`src/rtl/mopshub_tb_pkg.sv`:
```
// rtl/mopshub_tb_pkg.sv - shared state codes and defaults for the MOPSHUB test sequencer
package mopshub_tb_pkg;

   // Phase codes; these values are visible on the phase/err_phase outputs
   typedef enum logic [3:0] {
      ST_IDLE    = 4'd0,
      ST_TRIM    = 4'd1,
      ST_RX      = 4'd2,
      ST_ENDWAIT = 4'd3,
      ST_GAP     = 4'd4,
      ST_TX      = 4'd5,
      ST_ADV     = 4'd6,
      ST_DONE    = 4'd7,
      ST_ERR     = 4'd8
   } seq_state_t;

   // 120 cycles of the 40 MHz bench clock give the 3 us inter-phase gap
   localparam int DEF_GAP_CYCLES     = 120;
   localparam int DEF_TIMEOUT_CYCLES = 200000;
   localparam int DEF_CNT_W          = 18;

   // Phases that wait on an external completion flag and are watchdog-protected
   function automatic logic is_watched(input logic [3:0] s);
      return (s == ST_TRIM) || (s == ST_RX) || (s == ST_TX) || (s == ST_ADV);
   endfunction

endpackage

```
`src/rtl/seq_phase_counter.sv`:
```
// rtl/seq_phase_counter.sv - per-phase cycle counter with gap and watchdog terminal compares
module seq_phase_counter
   import mopshub_tb_pkg::*;
#(
   parameter int GAP_CYCLES     = DEF_GAP_CYCLES,
   parameter int TIMEOUT_CYCLES = DEF_TIMEOUT_CYCLES,
   parameter int CNT_W          = DEF_CNT_W
)(
   input  logic clk_40_m,
   input  logic rst,
   input  logic clr,
   output logic gap_hit,
   output logic timeout_hit
);

   localparam logic [CNT_W-1:0] GAP_LAST = CNT_W'(GAP_CYCLES - 1);
   localparam logic [CNT_W-1:0] TO_LAST  = CNT_W'(TIMEOUT_CYCLES - 1);
   localparam logic [CNT_W-1:0] CNT_MAX  = '1;
   localparam logic [CNT_W-1:0] CNT_ONE  = CNT_W'(1);

   logic [CNT_W-1:0] cnt;

   // Count cycles since the last state entry; saturate so long idle periods never wrap into a false hit
   always_ff @(posedge clk_40_m) begin
      if (!rst) begin
         cnt <= '0;
      end else if (clr) begin
         cnt <= '0;
      end else if (cnt != CNT_MAX) begin
         cnt <= cnt + CNT_ONE;
      end
   end

   assign gap_hit     = (cnt == GAP_LAST);
   assign timeout_hit = (cnt == TO_LAST);

endmodule

```
`src/rtl/mopshub_test_sequencer.sv`:
```
// rtl/mopshub_test_sequencer.sv - FSM sequencing trim, RX, endwait, gap, TX and custom-message phases
module mopshub_test_sequencer
   import mopshub_tb_pkg::*;
#(
   parameter int GAP_CYCLES     = DEF_GAP_CYCLES,
   parameter int TIMEOUT_CYCLES = DEF_TIMEOUT_CYCLES,
   parameter int CNT_W          = DEF_CNT_W
)(
   input  logic       clk_40_m,
   input  logic       rst,
   input  logic       start,
   input  logic       trim_en,
   input  logic       adv_en,
   input  logic       trim_done,
   input  logic       test_rx_end,
   input  logic       test_tx_end,
   input  logic       costum_msg_end,
   output logic       osc_auto_trim,
   output logic       test_rx,
   output logic       test_tx,
   output logic       test_advanced,
   output logic       endwait_all,
   output logic [3:0] phase,
   output logic       busy,
   output logic       done,
   output logic       timeout_err,
   output logic [3:0] err_phase
);

   localparam logic [3:0] S_IDLE    = ST_IDLE;
   localparam logic [3:0] S_TRIM    = ST_TRIM;
   localparam logic [3:0] S_RX      = ST_RX;
   localparam logic [3:0] S_ENDWAIT = ST_ENDWAIT;
   localparam logic [3:0] S_GAP     = ST_GAP;
   localparam logic [3:0] S_TX      = ST_TX;
   localparam logic [3:0] S_ADV     = ST_ADV;
   localparam logic [3:0] S_DONE    = ST_DONE;
   localparam logic [3:0] S_ERR     = ST_ERR;

   logic [3:0] state;
   logic [3:0] state_next;
   logic       adv_lat;
   logic       end_hit;
   logic       gap_hit;
   logic       timeout_hit;
   logic       phase_clr;
   logic       run_start;
   logic       to_err;

   // Select the completion flag that belongs to the current phase; all others are ignored
   always_comb begin
      end_hit = 1'b0;
      case (state)
         S_TRIM:  end_hit = trim_done;
         S_RX:    end_hit = test_rx_end;
         S_TX:    end_hit = test_tx_end;
         S_ADV:   end_hit = costum_msg_end;
         default: end_hit = 1'b0;
      endcase
   end

   // Completion beats a watchdog expiry landing on the same cycle
   assign to_err    = is_watched(state) && timeout_hit && !end_hit;
   assign run_start = (state == S_IDLE) && start;

   // Next-state logic; trim_en only steers the first step so it is used directly at launch
   always_comb begin
      state_next = state;
      case (state)
         S_IDLE:    if (start) state_next = trim_en ? S_TRIM : S_RX;
         S_TRIM:    if (end_hit) state_next = S_RX;
                    else if (to_err) state_next = S_ERR;
         S_RX:      if (end_hit) state_next = S_ENDWAIT;
                    else if (to_err) state_next = S_ERR;
         S_ENDWAIT: state_next = S_GAP;
         S_GAP:     if (gap_hit) state_next = S_TX;
         S_TX:      if (end_hit) state_next = adv_lat ? S_ADV : S_DONE;
                    else if (to_err) state_next = S_ERR;
         S_ADV:     if (end_hit) state_next = S_DONE;
                    else if (to_err) state_next = S_ERR;
         S_DONE:    if (!start) state_next = S_IDLE;
         S_ERR:     if (!start) state_next = S_IDLE;
         default:   state_next = S_IDLE;
      endcase
   end

   // Any state change restarts the phase timer
   assign phase_clr = (state_next != state);

   seq_phase_counter #(
      .GAP_CYCLES     (GAP_CYCLES),
      .TIMEOUT_CYCLES (TIMEOUT_CYCLES),
      .CNT_W          (CNT_W)
   ) u_phase_counter (
      .clk_40_m    (clk_40_m),
      .rst         (rst),
      .clr         (phase_clr),
      .gap_hit     (gap_hit),
      .timeout_hit (timeout_hit)
   );

   // State register
   always_ff @(posedge clk_40_m) begin
      if (!rst) begin
         state <= S_IDLE;
      end else begin
         state <= state_next;
      end
   end

   // Run configuration latch and sticky error capture; a new run wipes the previous error
   always_ff @(posedge clk_40_m) begin
      if (!rst) begin
         adv_lat     <= 1'b0;
         timeout_err <= 1'b0;
         err_phase   <= 4'd0;
      end else if (run_start) begin
         adv_lat     <= adv_en;
         timeout_err <= 1'b0;
         err_phase   <= 4'd0;
      end else if (to_err) begin
         timeout_err <= 1'b1;
         err_phase   <= state;
      end
   end

   assign osc_auto_trim = (state == S_TRIM);
   assign test_rx       = (state == S_RX);
   assign endwait_all   = (state == S_ENDWAIT);
   assign test_tx       = (state == S_TX);
   assign test_advanced = (state == S_ADV);
   assign done          = (state == S_DONE);
   assign busy          = (state != S_IDLE) && (state != S_DONE) && (state != S_ERR);
   assign phase         = state;

endmodule
```
`config.mk`:
```
export PLATFORM = sky130hd
export DESIGN_NAME = mopshub_test_sequencer
export DESIGN_NICKNAME = d
export VERILOG_FILES = /design/src/rtl/mopshub_tb_pkg.sv /design/src/rtl/seq_phase_counter.sv /design/src/rtl/mopshub_test_sequencer.sv
export SDC_FILE = /design/constraint.sdc
export NUM_CORES = 1
export LEC_CHECK = 0
export BUFFER_PORTS_ARGS = -buffer_cell sky130_fd_sc_hd__buf_4
export CAP_MARGIN = 5
export CELL_PAD_IN_SITES_DETAIL_PLACEMENT = 1
export CELL_PAD_IN_SITES_GLOBAL_PLACEMENT = 2
export CORE_MARGIN = 8
export CORE_UTILIZATION = 34
export CTS_BUF_LIST = sky130_fd_sc_hd__clkbuf_4
export CTS_CLUSTER_SIZE = 14
export DETAILED_ROUTE_END_ITERATION = 6
export PLACE_DENSITY_LB_ADDON = 0.08
export SLEW_MARGIN = 20
export SYNTH_ARGS = -nofsm -noshare
export SYNTH_HDL_FRONTEND = slang
export SYNTH_SLANG_ARGS = --single-unit
```
`constraint.sdc`:
```
create_clock -name clk_40_m -period 3.1 [get_ports clk_40_m]
set_clock_uncertainty 0.15 [all_clocks]
set_input_delay 0.62 -clock clk_40_m [delete_from_list [all_inputs] [get_ports clk_40_m]]
set_output_delay 0.62 -clock clk_40_m [all_outputs]
set_load 0.005 [all_outputs]
```
==> results.md <==
- CORE AREA: between 0.004 and 0.005 mm²
- EDFF count, synth: 0
- Placed Area: 0.00181 mm²
- Layout cells sized above 1: 0.222
- IO Count: 25
- Worst Hold Depth: 2
- WHS Endpoint: err_phase[2]
- Synth cell types: 48
- Hold wc startpoint: err_phase[2]
- Fmax: 0.356 GHz
- Number of remaining DRC errors: 0
- Clk_lat worst skew: roughly 0.33 ns
- Worst hold-check slack: roughly 0.31 ns
- Slew headroom: 0.577
- Post-CTS setup buffers: 0
- Clock Tree Buf Depth: 2
- Reg2Reg Setup Slack: between 0.2 and 0.3 ns
- Vias in the first global route: 1570
- Area Overhead vs Synth: 16.7%
- CTS clk-pin slew, worst paths: 0.16 ns
- Initial core utilization: 0.344
- Global-route wire length before repair: between 7000 and 8000 µm
- RSZ-0062 raised after global routing: no
- Launching point of the worst reg2reg path: u_phase_counter.cnt[0]
- Die ar.: roughly 0.0071 mm²
- Die width: 84.4 µm
- Num rows: 25
- Cell area after synthesis: roughly 0.0016 mm²
- Hold buffers post-CTS: 0
- Worst slack, placed: ~0.33 ns
- Yosys reg bits: 28
- Commonest cells in the netlist: dfxtp_1, nor2_1, nand2_1
- GRT Total Usage: 0.130
- Kind of critical path: reg2reg
- Top layer in use: met4
- Most numerous cell in the Yosys netlist: dfxtp_1
- Top-area cell type share of the netlist area: 0.352
- Syn Area/Cell: about 8.2 µm²
- Final nets: approximately 230
- Post-Layout Inst Area: about 0.0019 mm²
- Arrival @ worst endpoint: about 2.9 ns
- Tot Pwr: between 700 and 800 µW
- Startpoint types: flop
- Post-DP HPWL: 3460 µm
- WL per Instance: between 15 and 20 µm
- PortBufs: 24
- Sequential share of the synthesized area: 0.352
- Worst-path maximum fanout: 18
- Pleak: about 0.65 nW
- Routed wl met2: around 2400 µm
- Worst Tran Pin Value: roughly 0.63 ns
- DR vias: between 1000 and 1500
- Power per Cell Area: between 400 and 500 mW/mm²
- DRT Pass-1 Iters: 2
- Final hold vios: 0
- Final Setup Violations: 0
- Setup crit end kind: flop
- CP max-delay cell: or4_4
- CP Cell Sequence: ha_1, nand3_2, or4_4, a2111oi_4, o211ai_1, o211ai_4, buf_4, nor3_1
- Critical Path Max Stage Delay: approximately 0.56 ns
- Synthesized net count: ~200
- Max cap viols: 0
- Antenna diodes: 0
- Starting DRT DRC Count: 37
- Ys flop type: dfxtp_1
- Largest net degree at the start of global routing: 21
- Peak VDD IR: around 0.18 mV
- Crit path time final: approximately 2.8 ns
- Slew Limit Fails: 0
- YS warnings: 0
- Biggest area consumer among synthesized cells: dfxtp_1
- Antenna-violating nets left: 0
- Setup TNS: 0 ns
- Period utilisation layout: 0.906
- Initial antenna violation count: 0
- Worst path top cell family by delay: compound AO/OA/AOI/OAI gates
- Hold crit path type: reg2reg
- Worst Path Buf+Inv: 1
- GPL Wtd Cong: 0.769
- Asr flop ratio synth: 0
- Status: completed
- Top cells by area, synth: dfxtp_1, nor2_1, nand2_1, a21oi_1, nor3_1
- Metal3 WL: 153 µm
- Vias per cell: 5.53
- Total wire length: 4510 µm
- Post-cts sizing count: 0
- Synth Instances: 195
- CTS tree: done
- Chip Height: around 84 µm
- Cts bufs inserted: 3
- CTS H-tree depth: 1
- Data required, critical path: ~3.2 ns
- Fin worst setup slack: a little under 0.3 ns
- R2R Path End: u_phase_counter.cnt[9]
- Post-Route M1 WL: about 2000 µm
- Worst R2R Path Depth: 8
- Root Buffer: clkbuf_4
- Total gr overflow: 0
- CTS sink cnt: 28
==> cells in the final DEF, fill, tap and decap left out, types with 2 or more instances in the layout <==
cell type / instances
nor2_1: 24
mux2i_1: 2
a211oi_1: 4
o21ai_0: 4
xor2_1: 5
buf_4: 26
nand3_1: 6
o21bai_1: 3
o21a_1: 2
nor3b_1: 5
or2_2: 4
nand4_1: 6
clkbuf_4: 3
nand2_1: 17
nand2b_1: 3
a31oi_1: 4
and3_1: 4
nor4_1: 3
a21oi_1: 12
dfxtp_1: 28
nor2_2: 4
nor3_1: 9
nand3b_1: 5
or3b_2: 2
xnor2_1: 5
nor4b_1: 2
inv_1: 3
==> cell families after synthesis <==
kind of cell | count (synthesis) | synth area share
and+or+nand+nor | 107 | 0.376
AOI/OAI and AO/OA | 35 | 0.159
DFF | 28 | 0.352
buffers and inverters | 12 | 0.0385
xor gates and xnor gates | 10 | 0.0550
muxes | 2 | 0.0126
adders and majority gates | 1 | 0.00785
==> routing by layer <==
| layer | global-route usage | vias to the layer above |
|---|---|---|
| li1 | - | 740 |
| met1 | 0.140 | 730 |
| met2 | 0.247 | 19 |
| met3 | 0.0283 | 4 |
| met4 | 0.0324 | 0 |
| met5 | 0 | - |
==> tightest hold or removal path, delay by kind of cell, from the launching register on <==
family	cells	cell delay (ns)
flip-flops	1	0.34
AND/OR/NAND/NOR	1	0.05
AO/OA/AOI/OAI	1	0.05
==> report_power, final <==
group / switching, mW / internal [mW] / leakage, nW
Combinational: 0.0649 / 0.0565 / 0.391
Sequential: 0.0216 / 0.369 / 0.226
Clock: 0.119 / 0.131 / 0.0279
Total: 0.206 / 0.556 / 0.645
==> through the flow <==
| step | util | cells |
|---|---|---|
| floorplan | - | 195 |
| global placement | 0.390 | 266 |
| detailed placement | 0.390 | 266 |
| CTS | 0.401 | 270 |
| global route | 0.401 | 270 |
| finish | 0.401 | 270 |
==> worst max-delay path by stage <==
stage | start | to | slack [ns] | cells past startpoint
after floorplan | u_phase_counter.cnt[0] | u_phase_counter.cnt[2] | 0.63 | 8
after global placement | u_phase_counter.cnt[0] | u_phase_counter.cnt[9] | 0.46 | 8
after detailed placement | u_phase_counter.cnt[0] | u_phase_counter.cnt[9] | 0.33 | 8
after CTS | u_phase_counter.cnt[0] | u_phase_counter.cnt[9] | 0.29 | 8
after global routing | u_phase_counter.cnt[0] | u_phase_counter.cnt[9] | 0.04 | 8
final | u_phase_counter.cnt[0] | u_phase_counter.cnt[9] | 0.29 | 8
==> cell type report <==
cell class,instances,area [µm²]
Inverter,3,11.3
Fill cell,575,2770
Timing Repair Buffer,26,195
Clock inverter,1,30.0
Multi-Input combinational cell,155,971
Clock buffer,3,22.5
Sequential cell,28,561
Tap cell,54,67.6
==> flip-flops by register name, summed over array words and instances (netlist names) <==
name	cells
u_phase_counter.cnt	18
err_phase	4
phase	4
adv_lat	1
timeout_err	1
Power figures use the tool's default switching activity.
